### src/rtl/ad9854_pkg.sv
// ad9854_pkg
// Shared widths, writer timing constants, FSM state type and FTW arithmetic
// helpers for the AD9854 sweep controller. No ports.
// Optional feature used by the importing modules: SWEEP_PINGPONG_EN
// (up-then-down sweep passes).
package ad9854_pkg;

  localparam int FTW_W = 32;

  // Downstream register writer timing: length of its write burst and of its
  // setkey debounce shift register.
  localparam int WR_BURST = 17;
  localparam int KEY_SR   = 10;

  typedef enum logic [2:0] {IDLE, PULSE, SETTLE, DWELL, STEP} sweep_state_t;

  // a + b clamped to lim. The sum is taken one bit wider so a carry out of
  // the top bit clamps instead of wrapping to a small frequency.
  function automatic logic [FTW_W-1:0] satAdd(input logic [FTW_W-1:0] a,
                                              input logic [FTW_W-1:0] b,
                                              input logic [FTW_W-1:0] lim);
    logic [FTW_W:0] sum;
    sum = {1'b0, a} + {1'b0, b};
    return (sum > {1'b0, lim}) ? lim : sum[FTW_W-1:0];
  endfunction

  // a - b clamped to lim from below. The extra top bit is the borrow, so an
  // underflow past zero also clamps to lim.
  function automatic logic [FTW_W-1:0] satSub(input logic [FTW_W-1:0] a,
                                              input logic [FTW_W-1:0] b,
                                              input logic [FTW_W-1:0] lim);
    logic [FTW_W:0] diff;
    diff = {1'b0, a} - {1'b0, b};
    return (diff[FTW_W] || (diff[FTW_W-1:0] < lim)) ? lim : diff[FTW_W-1:0];
  endfunction

endpackage

### src/rtl/ad9854_sweep_step.sv
// ad9854_sweep_step
// Combinational next-point arithmetic for the sweep controller: the next
// FTW of the pass, the FTW a continuous sweep restarts at, and whether the
// current point is the last of its pass.
// Optional feature: SWEEP_PINGPONG_EN adds a down leg (direction in/out).
// Ports:
//   ftw_i        current FTW on the bus
//   start_i      latched first FTW
//   stop_i       latched last FTW
//   step_i       latched FTW increment
//   single_i     single-set mode, always one point
//   down_i       (pingpong only) current leg is the down leg
//   down_o       (pingpong only) leg of the next point
//   nextFtw_o    FTW of the next point within the pass
//   restartFtw_o first FTW of the next pass when sweeping continuously
//   passEnd_o    current point ends the pass
module ad9854_sweep_step
  import ad9854_pkg::*;
(
  input  logic [FTW_W-1:0] ftw_i,
  input  logic [FTW_W-1:0] start_i,
  input  logic [FTW_W-1:0] stop_i,
  input  logic [FTW_W-1:0] step_i,
  input  logic             single_i,
`ifdef SWEEP_PINGPONG_EN
  input  logic             down_i,
  output logic             down_o,
`endif
  output logic [FTW_W-1:0] nextFtw_o,
  output logic [FTW_W-1:0] restartFtw_o,
  output logic             passEnd_o
);

  // A zero step or an empty/inverted range can only ever produce start.
  logic degenerate;
  assign degenerate = single_i || (step_i == '0) || (start_i >= stop_i);

`ifdef SWEEP_PINGPONG_EN
  // Up leg climbs to stop, turns without repeating stop, then the down leg
  // descends to start where the pass ends.
  always_comb begin
    down_o    = down_i;
    nextFtw_o = satAdd(ftw_i, step_i, stop_i);
    passEnd_o = degenerate;
    if (down_i) begin
      nextFtw_o = satSub(ftw_i, step_i, start_i);
      passEnd_o = degenerate || (ftw_i == start_i);
    end else if (ftw_i == stop_i) begin
      nextFtw_o = satSub(stop_i, step_i, start_i);
      down_o    = 1'b1;
    end
  end

  // start was the last point of the previous pass, so the new up leg skips it.
  assign restartFtw_o = satAdd(start_i, step_i, stop_i);
`else
  // Sawtooth: climb to stop, clamping so the last point is exactly stop.
  assign nextFtw_o    = satAdd(ftw_i, step_i, stop_i);
  assign passEnd_o    = degenerate || (ftw_i == stop_i);
  assign restartFtw_o = start_i;
`endif

endmodule

### src/rtl/ad9854_sweep_ctrl.sv
// ad9854_sweep_ctrl
// Upstream stage of the AD9854 register writer. Drives the FTW bus and the
// set request, running either a single set or a linear frequency sweep, and
// paces each point: setkey hold, settle for the write burst, then dwell.
// Optional feature: SWEEP_PINGPONG_EN makes each sweep pass go up and back down.
// Ports:
//   clk_i        clock, single domain
//   rst_i        synchronous active-high reset
//   go_i         start pulse, honoured only in IDLE
//   abort_i      stop at the next edge from any state, keeps freqw
//   mode_i       0 = sweep, 1 = single set of start
//   cont_i       sweep restarts after each pass
//   start_ftw_i  first FTW
//   stop_ftw_i   last FTW
//   step_ftw_i   FTW increment per point
//   dwell_i      hold cycles per point after settling, 0 = none
//   freqw_o      FTW to the writer
//   setkey_o     set request to the writer
//   busy_o       high outside IDLE
//   pass_done_o  one-cycle pulse at the end of each pass
//   point_idx_o  0-based point index within the pass, saturating
module ad9854_sweep_ctrl
  import ad9854_pkg::*;
#(
  parameter int SET_HOLD   = 16,
  parameter int SETTLE_CYC = 32,
  parameter int DWELL_W    = 24
) (
  input  logic               clk_i,
  input  logic               rst_i,
  input  logic               go_i,
  input  logic               abort_i,
  input  logic               mode_i,
  input  logic               cont_i,
  input  logic [FTW_W-1:0]   start_ftw_i,
  input  logic [FTW_W-1:0]   stop_ftw_i,
  input  logic [FTW_W-1:0]   step_ftw_i,
  input  logic [DWELL_W-1:0] dwell_i,
  output logic [FTW_W-1:0]   freqw_o,
  output logic               setkey_o,
  output logic               busy_o,
  output logic               pass_done_o,
  output logic [15:0]        point_idx_o
);

  // One counter serves all timed states, so it must hold the longest of them.
  localparam int CNT_W = (DWELL_W > 16) ? DWELL_W : 16;
  localparam logic [CNT_W-1:0] HOLD_LAST   = CNT_W'(SET_HOLD - 1);
  localparam logic [CNT_W-1:0] SETTLE_LAST = CNT_W'(SETTLE_CYC - 1);

  sweep_state_t        state_q;
  logic [CNT_W-1:0]    cnt_q;
  logic [FTW_W-1:0]    freqw_q;
  logic                setkey_q;
  logic                busy_q;
  logic                passDone_q;
  logic [15:0]         pointIdx_q;
  logic [FTW_W-1:0]    start_q;
  logic [FTW_W-1:0]    stop_q;
  logic [FTW_W-1:0]    step_q;
  logic [DWELL_W-1:0]  dwell_q;
  logic                mode_q;
  logic                cont_q;

  logic [FTW_W-1:0]    freqw_d;
  logic [FTW_W-1:0]    freqwRestart_d;
  logic                passEnd_d;
  logic [15:0]         pointIdx_d;
  logic [CNT_W-1:0]    dwellLast;

`ifdef SWEEP_PINGPONG_EN
  logic                down_q;
  logic                down_d;
`endif

  assign pointIdx_d = (pointIdx_q == 16'hFFFF) ? pointIdx_q : pointIdx_q + 16'd1;
  assign dwellLast  = CNT_W'(dwell_q - DWELL_W'(1));

  ad9854_sweep_step u_step (
    .ftw_i        (freqw_q),
    .start_i      (start_q),
    .stop_i       (stop_q),
    .step_i       (step_q),
    .single_i     (mode_q),
`ifdef SWEEP_PINGPONG_EN
    .down_i       (down_q),
    .down_o       (down_d),
`endif
    .nextFtw_o    (freqw_d),
    .restartFtw_o (freqwRestart_d),
    .passEnd_o    (passEnd_d)
  );

  // Main sequencer. pass_done is registered on the edge entering STEP so it
  // is high during the STEP cycle itself; the end-of-pass decision only
  // depends on latched settings and the stable freqw, so it is valid early.
  // Each STEP exit that starts a new point loads freqw and raises setkey on
  // the same edge, keeping the FTW stable for the whole point.
  always_ff @(posedge clk_i) begin
    if (rst_i) begin
      state_q    <= IDLE;
      cnt_q      <= '0;
      freqw_q    <= '0;
      setkey_q   <= 1'b0;
      busy_q     <= 1'b0;
      passDone_q <= 1'b0;
      pointIdx_q <= '0;
      start_q    <= '0;
      stop_q     <= '0;
      step_q     <= '0;
      dwell_q    <= '0;
      mode_q     <= 1'b0;
      cont_q     <= 1'b0;
`ifdef SWEEP_PINGPONG_EN
      down_q     <= 1'b0;
`endif
    end else if (abort_i) begin
      state_q    <= IDLE;
      cnt_q      <= '0;
      setkey_q   <= 1'b0;
      busy_q     <= 1'b0;
      passDone_q <= 1'b0;
    end else begin
      passDone_q <= 1'b0;
      case (state_q)
        IDLE: begin
          if (go_i) begin
            start_q    <= start_ftw_i;
            stop_q     <= stop_ftw_i;
            step_q     <= step_ftw_i;
            dwell_q    <= dwell_i;
            mode_q     <= mode_i;
            cont_q     <= cont_i;
            freqw_q    <= start_ftw_i;
            pointIdx_q <= '0;
            setkey_q   <= 1'b1;
            busy_q     <= 1'b1;
            cnt_q      <= '0;
            state_q    <= PULSE;
`ifdef SWEEP_PINGPONG_EN
            down_q     <= 1'b0;
`endif
          end
        end
        PULSE: begin
          if (cnt_q == HOLD_LAST) begin
            setkey_q <= 1'b0;
            cnt_q    <= '0;
            state_q  <= SETTLE;
          end else begin
            cnt_q <= cnt_q + CNT_W'(1);
          end
        end
        SETTLE: begin
          if (cnt_q == SETTLE_LAST) begin
            cnt_q <= '0;
            if (dwell_q == '0) begin
              state_q    <= STEP;
              passDone_q <= passEnd_d;
            end else begin
              state_q <= DWELL;
            end
          end else begin
            cnt_q <= cnt_q + CNT_W'(1);
          end
        end
        DWELL: begin
          if (cnt_q == dwellLast) begin
            cnt_q      <= '0;
            state_q    <= STEP;
            passDone_q <= passEnd_d;
          end else begin
            cnt_q <= cnt_q + CNT_W'(1);
          end
        end
        STEP: begin
          if (passEnd_d) begin
            if (cont_q && !mode_q) begin
              freqw_q    <= freqwRestart_d;
              pointIdx_q <= '0;
              setkey_q   <= 1'b1;
              state_q    <= PULSE;
`ifdef SWEEP_PINGPONG_EN
              down_q     <= 1'b0;
`endif
            end else begin
              state_q <= IDLE;
              busy_q  <= 1'b0;
            end
          end else begin
            freqw_q    <= freqw_d;
            pointIdx_q <= pointIdx_d;
            setkey_q   <= 1'b1;
            state_q    <= PULSE;
`ifdef SWEEP_PINGPONG_EN
            down_q     <= down_d;
`endif
          end
        end
        default: begin
          state_q  <= IDLE;
          setkey_q <= 1'b0;
          busy_q   <= 1'b0;
        end
      endcase
    end
  end

  // The hold must outlast the writer's debounce and the settle wait must
  // cover its write burst, otherwise points would be lost downstream.
  always_ff @(posedge clk_i) begin
    if (!rst_i) begin
      assert (SET_HOLD > KEY_SR) else $error("SET_HOLD must exceed KEY_SR");
      assert (SETTLE_CYC >= WR_BURST) else $error("SETTLE_CYC must cover WR_BURST");
    end
  end

  assign freqw_o     = freqw_q;
  assign setkey_o    = setkey_q;
  assign busy_o      = busy_q;
  assign pass_done_o = passDone_q;
  assign point_idx_o = pointIdx_q;

endmodule

### config.mk
export PLATFORM = sky130hd
export DESIGN_NAME = ad9854_sweep_ctrl
export DESIGN_NICKNAME = d
export VERILOG_FILES = /design/src/rtl/ad9854_pkg.sv /design/src/rtl/ad9854_sweep_step.sv /design/src/rtl/ad9854_sweep_ctrl.sv
export SDC_FILE = /design/constraint.sdc
export NUM_CORES = 1
export LEC_CHECK = 0
export ABC_AREA = 1
export ABC_CLOCK_PERIOD_IN_PS = 10600
export CAP_MARGIN = 20
export CELL_PAD_IN_SITES_DETAIL_PLACEMENT = 0
export CELL_PAD_IN_SITES_GLOBAL_PLACEMENT = 1
export CORE_AREA = 2 2 224 226
export CTS_CLUSTER_DIAMETER = 100
export DETAILED_ROUTE_END_ITERATION = 7
export DIE_AREA = 0 0 226 228
export GPL_TIMING_DRIVEN = 1
export PLACE_DENSITY = 0.76
export SYNTH_ARGS = -nofsm -noshare
export SYNTH_HDL_FRONTEND = slang
export SYNTH_SLANG_ARGS = --single-unit
export TNS_END_PERCENT = 30
### constraint.sdc
create_clock -name clk_i -period 10.6 [get_ports clk_i]
set_clock_uncertainty 0.05 [all_clocks]
set_input_delay 2.12 -clock clk_i [delete_from_list [all_inputs] [get_ports clk_i]]
set_output_delay 2.12 -clock clk_i [all_outputs]
set_load 0.05 [all_outputs]
# Word level (Yosys, flattened, before mapping)
# Cells that the tools add are included.
op_classes:
  n_div: 0
  n_shift: 0
  muxes: 35
  n_reduce_logical: 20
  n_eq_ne: 17
  n_addsub: 4
  bitwise: 3
  order_cmp: 2
  n_mul: 0
ops:
  columns: ["operator", "count"]
  rows:
  - ["$mux 32", 4]
  - ["$mux 24", 4]
  - ["$pmux 24 s4", 1]
  - ["$mux 16", 4]
  - ["$pmux 32 s2", 1]
  - ["$add 32x32->33", 1]
  - ["$gt 33x32->1", 1]
  - ["$eq 32x32->1", 1]
  - ["$ge 32x32->1", 1]
  - ["$logic_not 32->1", 1]
  - ["$pmux 16 s2", 1]
  - ["$add 24x1->24 const B", 1]
  - ["$eq 24x24->1", 1]
  - ["$eq 24x4->1 const B", 1]
  - ["$eq 24x5->1 const B", 1]
  - ["$logic_not 24->1", 1]
  - ["$sub 24x1->24 const B", 1]
  - ["$mux 3", 6]
  - ["$add 16x1->16 const B", 1]
  - ["$eq 16x16->1 const B", 1]
  - ["$reduce_and 4->1", 4]
  - ["$pmux 3 s5", 1]
  - ["$ne 2x2->1 const B", 6]
  - ["$mux 1", 10]
  - ["other kinds (19)", 26]
word_totals:
  latch_bits: 0
  out_inout_bits: 51
  in_bits: 126
  romBits: 0
  reg_bits: 200
  ramBits: 0
  memories: 0
  word_cells: 94

# Longest topological paths before layout
# Gate-level depths: netlist (run 1).
logic_depth:
  depth_word: 7
  ltp_mapped: 30

# Modules after synthesis
# A second synthesis (run 1) with hierarchy kept.
hier_totals:
  hier_cells: 2196
  hier_area_um2: 14592.7
modules_own_cells:
  columns: ["module", "area_each_um2", "cells_each", "n_inst"]
  rows:
  - ["ad9854_sweep_ctrl", 9605.5, 1358, 1]
  - ["ad9854_sweep_step", 4987.3, 838, 1]

# Worst setup path after synthesis (run 1)
# Ideal clock, no wire load.
synth_path:
  path_type: "reg-to-reg"
  start: "register freqw_q[0] (netlist: freqw_o[0])"
  end: "register freqw_q[12] (netlist: freqw_o[12])"
  n_path_buf: 1
  t_required_ps: 10480
  path_stages_with_launch: 30
  t_arrival_ps: 3716
  slack_ps: 6765
  cell_sequence: "dfxtp_1 > ha_1 > fa_1 > nand2_1 > nand2_1 > nand3_1 > nand2_1 > nand2_1 > nand2_1 > a21oi_1 > o21ai_0 > nand2_1 > nand2_1 > nand2_1 > nand2_1 > ha_1 > a21oi_1 > nor2_1 > a211oi_1 > nand2_1 > nand2_1 > nand2_1 > nand3_1 > nand2_1 > o21ai_2 > buf_4 > nand2_1 > nand3_1 > nand2_1 > a21oi_1"
synth_between:
  elab_chain_cells: 5
  word_cells_on_any_way: 9
  cone_classes: "add/sub (1); order compare (1); eq/ne (2); mux (3); reduce/logical (2)"
synth_lines:
  columns: ["item", "line_no", "text"]
  rows:
  - ["start: declaration", "ad9854_sweep_ctrl.sv:53", "logic [FTW_W-1:0] freqw_q;"]
  - ["start signal: assignment", "ad9854_sweep_ctrl.sv:134", "freqw_q <= start_ftw_i;"]
  - ["start signal: assignment", "ad9854_sweep_ctrl.sv:179", "freqw_q <= freqwRestart_d;"]
  - ["start signal: assignment", "ad9854_sweep_ctrl.sv:191", "freqw_q <= freqw_d;"]
  - ["$add 32x32->33", "ad9854_pkg.sv:23", "sum = {1'b0, a} + {1'b0, b};"]
  - ["$gt 33x32->1", "ad9854_pkg.sv:24", "return (sum > {1'b0, lim}) ? lim : sum[FTW_W-1:0];"]
  - ["$mux 32", "ad9854_pkg.sv:24", null]
  - ["$mux 32", "ad9854_sweep_ctrl.sv:177", "if (passEnd_d) begin"]
  - ["$pmux 32 s2", "ad9854_sweep_ctrl.sv:125", "case (state_q)"]
# Parallel ways exist; a longest one is shown, timed or not.
# A chain may end at the register's enable or synchronous reset.

# Final worst setup path (run 1)
layout_path:
  start: "register freqw_q[0] (netlist: freqw_o[0])"
  end: "register freqw_q[29] (netlist: freqw_o[29])"
# The elaborated chain is that of the path after synthesis.

==> impl_metrics.yaml, run 1 <==
outcome:
  status: "finished clean"
global_route:
  grt_pass1_wl_mm: 79.35
  grt_use_met2_pct: 31.72
  met3_usage_pct: 3.413
  grt_pass1_vias: 14540
  gr-total-overflow: 0
  grt_max_degree: 115
  grt_util_all_layers_pct: 19.50
  antenna_found_initial: 0
  grt_util_met1_pct: 26.48
  top_usage_layer: "met2"
setup_path:
  crit_type: "reg -> reg"
  critPathLaunch: "freqw_o[0]"
  path_max_fanout: 33
  reg2reg_to: "freqw_o[29]"
  crit_path_start_kind: "flop"
  endpoint_kind: "flop"
  r2r_setup_slack_ns: 5.20
  cp.arrival_ns: 5.79
  reg2reg_from: "freqw_o[0]"
  required_ns: 10.99
  endpoint: "freqw_o[29]"
  ff2ff_path_depth: 25
die:
  chipWidth_um: 226
  row_count: 82
  coreArea_um2: 49350
  die_y_um: 228
  pin_count: 177
  die-area_um2: 51530
  initial_utilization_pct: 29.55
synth:
  syn_area_um2: 14580
  synth_cell_types: 49
  synthArstFlopShare_pct: 0
  synth-edff-count: 0
  synth_nets: 2547
  yosys-top-cells-area: "dfxtp_1 (27%), nand2_1 (12%), nor2_1 (11%)"
  avgSynthCellArea_um2: 6.286
  yosysWarnings: 0
  synthCells: 2320
  yosysTopAreaCell: "dfxtp_1"
  synth_ff_type: "dfxtp_1"
  synth_top_area_share_pct: 27.45
  ys_ff_latch: 200
  seq_area_frac_synth_pct: 27.45
drt:
  antenna_left: 0
  routedWlPerCell_um: 15.98
  drt_iter0_markers: 1007
  wirelength_mm: 49.84
  drc: 0
  dr.pass1.iters: 6
  avgViaCountPerCell: 4.846
  vias: 15120
cells_and_area:
  multi_input_comb_area_um2: 9238
  nNetsFinal: 2661
  regArea_um2: 4004
  synthToLayoutAreaGrowth_pct: 20.44
  fin_util_pct: 35.59
  fillers: 5354
  layout-drive-gt1-share_pct: 4.128
  antenna_cells: 0
power_and_ir_drop:
  switching_share_pct: 39.27
  p_leak_nw: 8.104
  p_per_area_nw_per_um2: 136.3
  internal_power_w: 0.001454
  clock_power_share_pct: 29.2
  p_switching_w: 0.0009402
  seqPwrFrac_pct: 36.3
  total_power_w: 0.002394
  vdd_ir_drop_max_v: 0.0001336
  p_comb_share_pct: 34.6
min_path:
  hold_class: "reg -> reg"
  min-delay-start: "busy_o"
clocking:
  clock_sinks: 200
  post_cts_buffers: 0
  cts_buffer_depth: 2
  cts_resized: 0
  clk_pin_slew_worst_paths_ns: 0.08
  h-tree-depth: 4
  cts_hold_buffers: 0
  cts_made_buffers: 17
  clk_latency_ns: 0.51
  root_buffer: "clkbuf_16"
  cts_tree: "done"
sta:
  maxSlewHeadroom_pct: 30.24
  hold_viol_final: 0
  finalSetupTns_ns: 0
  worst_pin_slew_ns: 1.045
  rsz0062_at_grt: "false"
  setup_violations: 0
  post-route-min-period_ns: 5.400
  maxSlewViolCount: 0
  fmax_mhz: 185.2
  timing.final.crit_share_pct: 50.94
job:
  maxCapViolCount: 0
placement:
  dp_hpwl_mm: 37.02
  port_buffers: 176
  routabilityCongestion: 0.8820
## power by group through the flow
stage / sequential (W) / combinational [W] / clock [W]
floorplan: 0.000917 / 0.000520 / 0
global placement: 0.000884 / 0.000818 / 0
detailed placement: 0.000885 / 0.000823 / 0
CTS: 0.000868 / 0.000829 / 0.000717
global route: 0.000875 / 0.000930 / 0.000742
finish: 0.000869 / 0.000827 / 0.000698
## critical path, cell delays in order, from the launching register on
cell,delay (ns)
dfxtp_1,0.35
ha_1,0.24
fa_1,0.40
nand2_1,0.07
nand2_1,0.07
nand3_1,0.08
nand2_1,0.14
nand2_1,0.10
nand2_1,0.10
a21oi_1,0.37
o21ai_0,0.26
nand2_1,0.13
nand2_1,0.05
nand2_1,0.06
nand2_1,0.08
ha_1,0.33
nand2_1,0.13
nor4_1,0.25
nand4_1,0.12
nor3_1,0.23
nand2_2,0.53
o21ai_4,0.62
nand2_1,0.22
nand3_1,0.14
nand2_1,0.07
a21oi_1,0.12
## flip-flops by register name, summed over array words and instances (netlist names), 3 cells and up
signal and cells:
start_q 32, dwell_q 24, stop_q 32, step_q 32
state_q 3, freqw_o 32, point_idx_o 16, cnt_q 24
## cells by family after synthesis
kind of cell             after synthesis  share of synthesized area (%)
buffers and inverters                358                          9.566
adder cells (fa/ha/maj)              101                          8.717
XOR/XNOR                             101                          6.349
AND/OR/NAND/NOR                     1175                          34.26
AO/OA/AOI/OAI                        385                          13.66
flip-flops                           200                          27.45
## how the worst min path moves through the flow
| stage | slack [ns] | cells past startpoint | to |
|---|---|---|---|
| after global routing | 0.49 | 2 | dwell_q[4] |
| after detailed placement | 0.45 | 2 | busy_o |
| after CTS | 0.46 | 2 | busy_o |
| after global placement | 0.44 | 2 | busy_o |
| final | 0.46 | 2 | busy_o |
| after floorplan | 0.41 | 2 | dwell_q[18] |
## stage by stage
stage / hold slack, ns / area (um^2) / setup WS (ns) / std cells
after floorplan: 0.4091 / 14580 / 6.765 / 2320
after global placement: 0.4358 / 16920 / 5.221 / 3085
after detailed placement: 0.4481 / 16920 / 5.215 / 3085
after CTS: 0.4599 / 17520 / 5.187 / 3117
after global routing: 0.4852 / 17560 / 4.631 / 3119
final: 0.4562 / 17560 / 5.200 / 3119
## synth_stat cells (all sizes together) (2+ instances only)
library cell  count
a211oi            3
a21o              4
a21oi           188
a31oi             3
and3              3
buf              28
clkbuf           66
dfxtp           200
ha              100
inv             264
nand2           480
nand3           152
nand3b            2
nand4            46
nor2            429
nor3             39
nor3b             2
nor4             15
o211ai            6
o21a              2
o21ai           172
or2               5
xnor2            18
xnor3             3
xor2             80
## layout make-up
type	count	area share (%)
multi-input cells	1762	52.59
flip-flops and latches	200	22.80
repair buffers	189	10.74
inverters	264	5.670
well taps	672	4.787
clock buffers	18	2.500
clock inverters	14	0.9118
## layer usage
layer,vias up,wire length [um]
met5,-,0
met4,0,816
met3,42,2399
met2,365,22860
met1,6978,23770
li1,7730,-
## cell usage in the layout, fill, tap and decap left out, types with 9 or more instances in the layout
master             n
clkbuf_16         17
nand4_1           46
ha_1             100
o21ai_0          153
xnor2_1           18
nor4_1            14
o21ai_1           18
nand2_1          471
a21oi_1          188
buf_4             11
dfxtp_1          200
inv_1            257
nand2_2            9
nand3_1          136
nor2_1           415
nor3_1            34
xor2_1            80
clkdlybuf4s50_1  176
nand3_2           16
No activity file was read; power rests on OpenSTA's default activity.
==> inputs of run 2 (changes only) <==
--- a/config.mk
+++ b/config.mk
@@ -6,7 +6,7 @@
 export NUM_CORES = 1
 export LEC_CHECK = 0
 export ABC_AREA = 1
-export ABC_CLOCK_PERIOD_IN_PS = 10600
+export ABC_CLOCK_PERIOD_IN_PS = 5600
 export CAP_MARGIN = 20
 export CELL_PAD_IN_SITES_DETAIL_PLACEMENT = 0
 export CELL_PAD_IN_SITES_GLOBAL_PLACEMENT = 1
==> constraint.sdc (replaced) <==
create_clock -name clk_i -period 5.6 [get_ports clk_i]
set_clock_uncertainty 0.05 [all_clocks]
set_input_delay 1.12 -clock clk_i [delete_from_list [all_inputs] [get_ports clk_i]]
set_output_delay 1.12 -clock clk_i [all_outputs]
set_load 0.05 [all_outputs]
==> run 2 against run 1 <==
Compared with the run above:
- critical path depth rose by 2
- setup slack got worse by 4.3 ns
- first-iteration DRC count rose by 5.9%
- clock-buffer cell count rose by 3
- cell count barely moved
- utilization barely moved
- via count rose by 0.41%
- total power rose by 89%
- worst hold slack got worse by 0.027 ns
- final area rose by 0.13%
- die area did not move
- critical endpoint is now freqw_o[24]
- largest cell class unchanged
==> impl_metrics.yaml, run 2 (synthesized netlist as in run 1, its figures left out) <==
sta:
  worst_pin_slew_ns: 1.081
  maxSlewHeadroom_pct: 27.91
  hold_viol_final: 0
  timing.final.crit_share_pct: 83.60
  rsz0062_at_grt: "false"
  maxSlewViolCount: 0
  setup_violations: 0
  layout_setup_ws_ns: 0.9184
  post-route-min-period_ns: 4.682
  fmax_mhz: 213.6
  finalSetupTns_ns: 0
die:
  chipWidth_um: 226
  coreArea_um2: 49350
  die_y_um: 228
  row_count: 82
  die-area_um2: 51530
  pin_count: 177
  initial_utilization_pct: 29.55
global_route:
  grt_pass1_wl_mm: 80.67
  gr-total-overflow: 0
  grt_pass1_vias: 14910
  grt_util_all_layers_pct: 19.90
  grt_max_degree: 114
  antenna_found_initial: 0
clocking:
  root_buffer: "clkbuf_16"
  cts_made_buffers: 17
  cts_hold_buffers: 0
  h-tree-depth: 4
  cts_buffer_depth: 2
  clk_latency_ns: 0.50
  cts_tree: "done"
  clock_sinks: 200
  clk_pin_slew_worst_paths_ns: 0.08
  post_cts_buffers: 0
  cts_resized: 0
cells_and_area:
  final_common_cell: "nand2_1"
  nNetsFinal: 2665
  fillers: 5363
  antenna_cells: 0
  synthToLayoutAreaGrowth_pct: 20.59
  multi_input_comb_area_um2: 9240
  regArea_um2: 4004
  final_cell_mix: "nand2_1 (472), nor2_1 (415), inv_1 (257), dfxtp_1 (200), a21oi_1 (188)"
  layout-drive-gt1-share_pct: 4.163
setup_path:
  reg2reg_from: "freqw_o[0]"
  crit_path_start_kind: "flop"
  cp.arrival_ns: 5.05
  critPathLaunch: "freqw_o[0]"
  endpoint_kind: "flop"
  crit_type: "reg -> reg"
  critPathSlowestCell: "fa_1"
  required_ns: 5.97
  crit_top_cell: "nand2_1"
  path_max_fanout: 33
  r2r_setup_slack_ns: 0.92
  slowest_delay_ns: 0.41
drt:
  wirelength_mm: 50.73
  avgViaCountPerCell: 4.861
  vias: 15180
  dr.pass1.iters: 5
  drc: 0
  antenna_left: 0
  routedWlPerCell_um: 16.25
  drt_iter0_markers: 1066
min_path:
  min-delay-start: "busy_o"
  hold_class: "reg -> reg"
power_and_ir_drop:
  total_power_w: 0.004528
  vdd_ir_drop_max_v: 0.0002271
  p_leak_nw: 8.108
  p_per_area_nw_per_um2: 257.4
outcome:
  status: "finished clean"
placement:
  routabilityCongestion: 0.9158
  dp_hpwl_mm: 38.47
  port_buffers: 176
  dp_slack_ns: 0.9996
job:
  maxCapViolCount: 0
[run 2: layout make-up]
type                       count  share of cell area (%)
tap                          672                   4.781
clock buffer                  21                   2.675
clock inverter                10                  0.6616
inverter                     264                   5.663
sequential                   200                   22.77
timing repair buffer         193                   10.91
multi-input combinational   1762                   52.54
[run 2: path summary, 6_finish.rpt]
| check | to | depth (start not counted) |
|---|---|---|
| hold reg to reg | busy_o | 2 |
| setup / recovery | freqw_o[24] | 27 |
| hold / removal | busy_o | 2 |
| setup reg to reg | freqw_o[24] | 27 |
[run 2: metal layers]
| metal | GRT usage, % | part of all wire, % | vias up |
|---|---|---|---|
| met4 | 5.898 | 2.0 | 0 |
| met3 | 3.400 | 4.8 | 58 |
| met5 | 0 | 0 | - |
| met1 | 27.05 | 48 | 6993 |
| li1 | - | - | 7743 |
| met2 | 32.10 | 45 | 383 |
[run 2: metrics by stage]
stage	cells	hold WS [ns]	cell area (um^2)	util, %
finish	3122	0.4295	17590	35.64
global route	3122	0.4939	17590	35.64
CTS	3121	0.4332	17560	35.59
detailed placement	3090	0.4226	16980	34.40
global placement	3090	0.4237	16980	34.40
floorplan	2320	0.4091	14580	-
[run 2: where the power goes]
group	total, W	switching [W]	leakage (nW)	internal [W]
Clock	0.00130	0.000607	0.286	0.000692
Combinational	0.00159	0.00103	6.18	0.000559
Sequential	0.00164	0.000117	1.64	0.00152
[run 2: worst max-delay path, delay by kind of cell (launching register included)]
family / cells / cell delay (ns)
adders and majority gates: 3 / 0.98
AOI/OAI and AO/OA: 4 / 0.79
DFF: 1 / 0.34
buffers and inverters: 2 / 0.57
and+or+nand+nor: 18 / 1.87
==> inputs of run 3 (changes only) <==
--- a/config.mk
+++ b/config.mk
@@ -6,7 +6,7 @@
 export NUM_CORES = 1
 export LEC_CHECK = 0
 export ABC_AREA = 1
-export ABC_CLOCK_PERIOD_IN_PS = 5600
+export ABC_CLOCK_PERIOD_IN_PS = 4070
 export CAP_MARGIN = 20
 export CELL_PAD_IN_SITES_DETAIL_PLACEMENT = 0
 export CELL_PAD_IN_SITES_GLOBAL_PLACEMENT = 1
@@ -15,7 +15,7 @@
 export DETAILED_ROUTE_END_ITERATION = 7
 export DIE_AREA = 0 0 226 228
 export GPL_TIMING_DRIVEN = 1
-export PLACE_DENSITY = 0.76
+export PLACE_DENSITY = 0.78
 export SYNTH_ARGS = -nofsm -noshare
 export SYNTH_HDL_FRONTEND = slang
 export SYNTH_SLANG_ARGS = --single-unit
==> constraint.sdc (replaced) <==
create_clock -name clk_i -period 4.07 [get_ports clk_i]
set_clock_uncertainty 0.05 [all_clocks]
set_input_delay 0.814 -clock clk_i [delete_from_list [all_inputs] [get_ports clk_i]]
set_output_delay 0.814 -clock clk_i [all_outputs]
set_load 0.05 [all_outputs]
==> run 3 against run 2 <==
Compared with the run above:
- non-clock buffer count is 66 higher
- critical path depth stayed put
- clock power is 34% higher
- via count is 3.0% higher
- combinational power is 69% higher
==> impl_metrics.yaml, run 3 (synthesized netlist as in run 1, its figures left out) <==
placement:
  routabilityCongestion: 0.9864
  dp.cells: 3138
  dp_slack_ns: -0.09951
  port_buffers: 176
  dp_hpwl_mm: 39.31
setup_path:
  cp.arrival_ns: 4.30
  r2r_setup_slack_ns: 0.16
  crit_top_cell: "nand2_1"
  slowest_delay_ns: 0.40
  crit_path_start_kind: "flop"
  path_max_fanout: 6
  crit_type: "reg -> reg"
  critPathSlowestCell: "ha_1"
  endpoint_kind: "flop"
  reg2reg_from: "freqw_o[6]"
  ff2ff_path_depth: 27
  reg2reg_to: "freqw_o[28]"
  required_ns: 4.46
sta:
  timing.final.crit_share_pct: 95.98
  maxSlewViolCount: 0
  maxSlewHeadroom_pct: 29.51
  fmax_mhz: 256.0
  post-route-min-period_ns: 3.906
  hold_viol_final: 0
  layout_setup_ws_ns: 0.1638
  worst_pin_slew_ns: 1.057
  setup_violations: 0
  whs_ns: 0.4374
clocking:
  cts_made_buffers: 17
  clock_sinks: 200
  h-tree-depth: 4
  clk_pin_slew_worst_paths_ns: 0.08
  root_buffer: "clkbuf_16"
  cts_hold_buffers: 0
  cts_tree: "done"
  cts_buffer_depth: 2
  clk_latency_ns: 0.50
global_route:
  gr-total-overflow: 0
  grt_util_all_layers_pct: 20.18
  grt_pass1_vias: 15030
  antenna_found_initial: 0
  grt_pass1_wl_mm: 81.56
  grt_max_degree: 114
power_and_ir_drop:
  clock_power_share_pct: 26.0
  p_leak_nw: 8.513
  p_per_area_nw_per_um2: 360.1
  vdd_ir_drop_max_v: 0.0002708
  switching_share_pct: 39.62
  p_switching_w: 0.002647
  internal_power_w: 0.004034
  p_comb_share_pct: 40.3
  seqPwrFrac_pct: 33.6
drt:
  dr.pass1.iters: 5
  routedWlPerCell_um: 16.53
  vias: 15630
  drt_iter0_markers: 898
  avgViaCountPerCell: 4.900
  drc: 0
  wirelength_mm: 52.72
  antenna_left: 0
cells_and_area:
  fillers: 5383
  synthToLayoutAreaGrowth_pct: 27.22
  antenna_cells: 0
  final_cell_mix: "nand2_1 (458), nor2_1 (412), inv_1 (255), dfxtp_1 (197)"
  nNetsFinal: 2732
  layout.cells.non_filler: 3190
  final_common_cell: "nand2_1"
  layout-drive-gt1-share_pct: 9.134
die:
  coreArea_um2: 49350
  die_y_um: 228
  chipWidth_um: 226
  initial_utilization_pct: 29.55
  row_count: 82
  pin_count: 177
  die-area_um2: 51530
min_path:
  min_to: "busy_o"
  hold_class: "reg -> reg"
  min-delay-start: "busy_o"
  min_delay_path_depth: 2
job:
  maxCapViolCount: 0
outcome:
  status: "finished clean"
-- run 3: cell count changes in the layout (fill, tap and decap cells not counted), moves of 6 or more --
cell	previous run	this run
nand2_2	8	18
ha_4	0	7
a21oi_1	188	176
buf_6	0	6
a21oi_2	0	10
nand2_1	472	458
buf_4	15	67
o21ai_0	153	147
ha_1	100	91
-- run 3: critical path, delay by kind of cell (launching register included) --
kind                       cells  cell delay [ns]
xor gates and xnor gates       1             0.17
AOI/OAI and AO/OA              6             0.97
DFF                            1             0.35
buffers and inverters          4             0.49
adders and majority gates      2             0.64
and+or+nand+nor               14             1.17
-- run 3: power by group through the flow --
stage	logic [W]	clock network [W]	registers, W
final	0.00269	0.00174	0.00225
after global routing	0.00295	0.00185	0.00226
after CTS	0.00245	0.00179	0.00224
after detailed placement	0.00230	0	0.00228
after global placement	0.00228	0	0.00228
after floorplan	0.00135	0	0.00239
-- run 3: per-stage QoR --
step           TNS [ns]  area [um^2]  utilization, %  total power [W]
2_1_floorplan         0        14580               -         0.003743
3_3_place_gp    -0.5010        17380           35.22         0.004567
3_5_place_dp     -1.711        17380           35.22         0.004585
4_1_cts               0        18090           36.66         0.006479
5_1_grt         -0.1056        18550           37.60         0.007061
6_report              0        18550           37.60         0.006681
-- run 3: final cells by class --
class	instances	area, um^2	area share (%)
multi-input combinational	1763	9585	51.66
clock buffer	19	452.9	2.441
timing repair buffer	259	2550	13.74
tap	672	840.8	4.532
clock inverter	13	121.4	0.6541
inverter	264	996.0	5.368
sequential	200	4008	21.60
-- run 3: what timing repair did --
| item | CTS | global route |
|---|---|---|
| pin swaps | 4 | 30 |
| buffers inserted | 3 | 12 |
| setup endpoints to repair | 32 | 48 |
| resized for setup | 13 | 77 |
| gates cloned | 2 | 5 |
-- run 3: worst max path at each step --
stage / from / slack, ns / endpoint
after global placement: freqw_o[0] / -0.07 / freqw_o[25]
after global routing: step_q[11] / -0.05 / freqw_o[14]
final: freqw_o[6] / 0.16 / freqw_o[28]
after floorplan: freqw_o[0] / 0.23 / freqw_o[6]
after CTS: step_q[11] / 0.03 / freqw_o[25]
after detailed placement: step_q[0] / -0.1 / freqw_o[6]
-- run 3: routing by layer --
| layer | global-route usage, % | vias up | part of all wire, % |
|---|---|---|---|
| met5 | 0 | - | 0 |
| met3 | 3.413 | 70 | 5.0 |
| li1 | - | 7877 | - |
| met4 | 6.705 | 0 | 2.5 |
| met2 | 32.26 | 382 | 45 |
| met1 | 27.41 | 7301 | 48 |
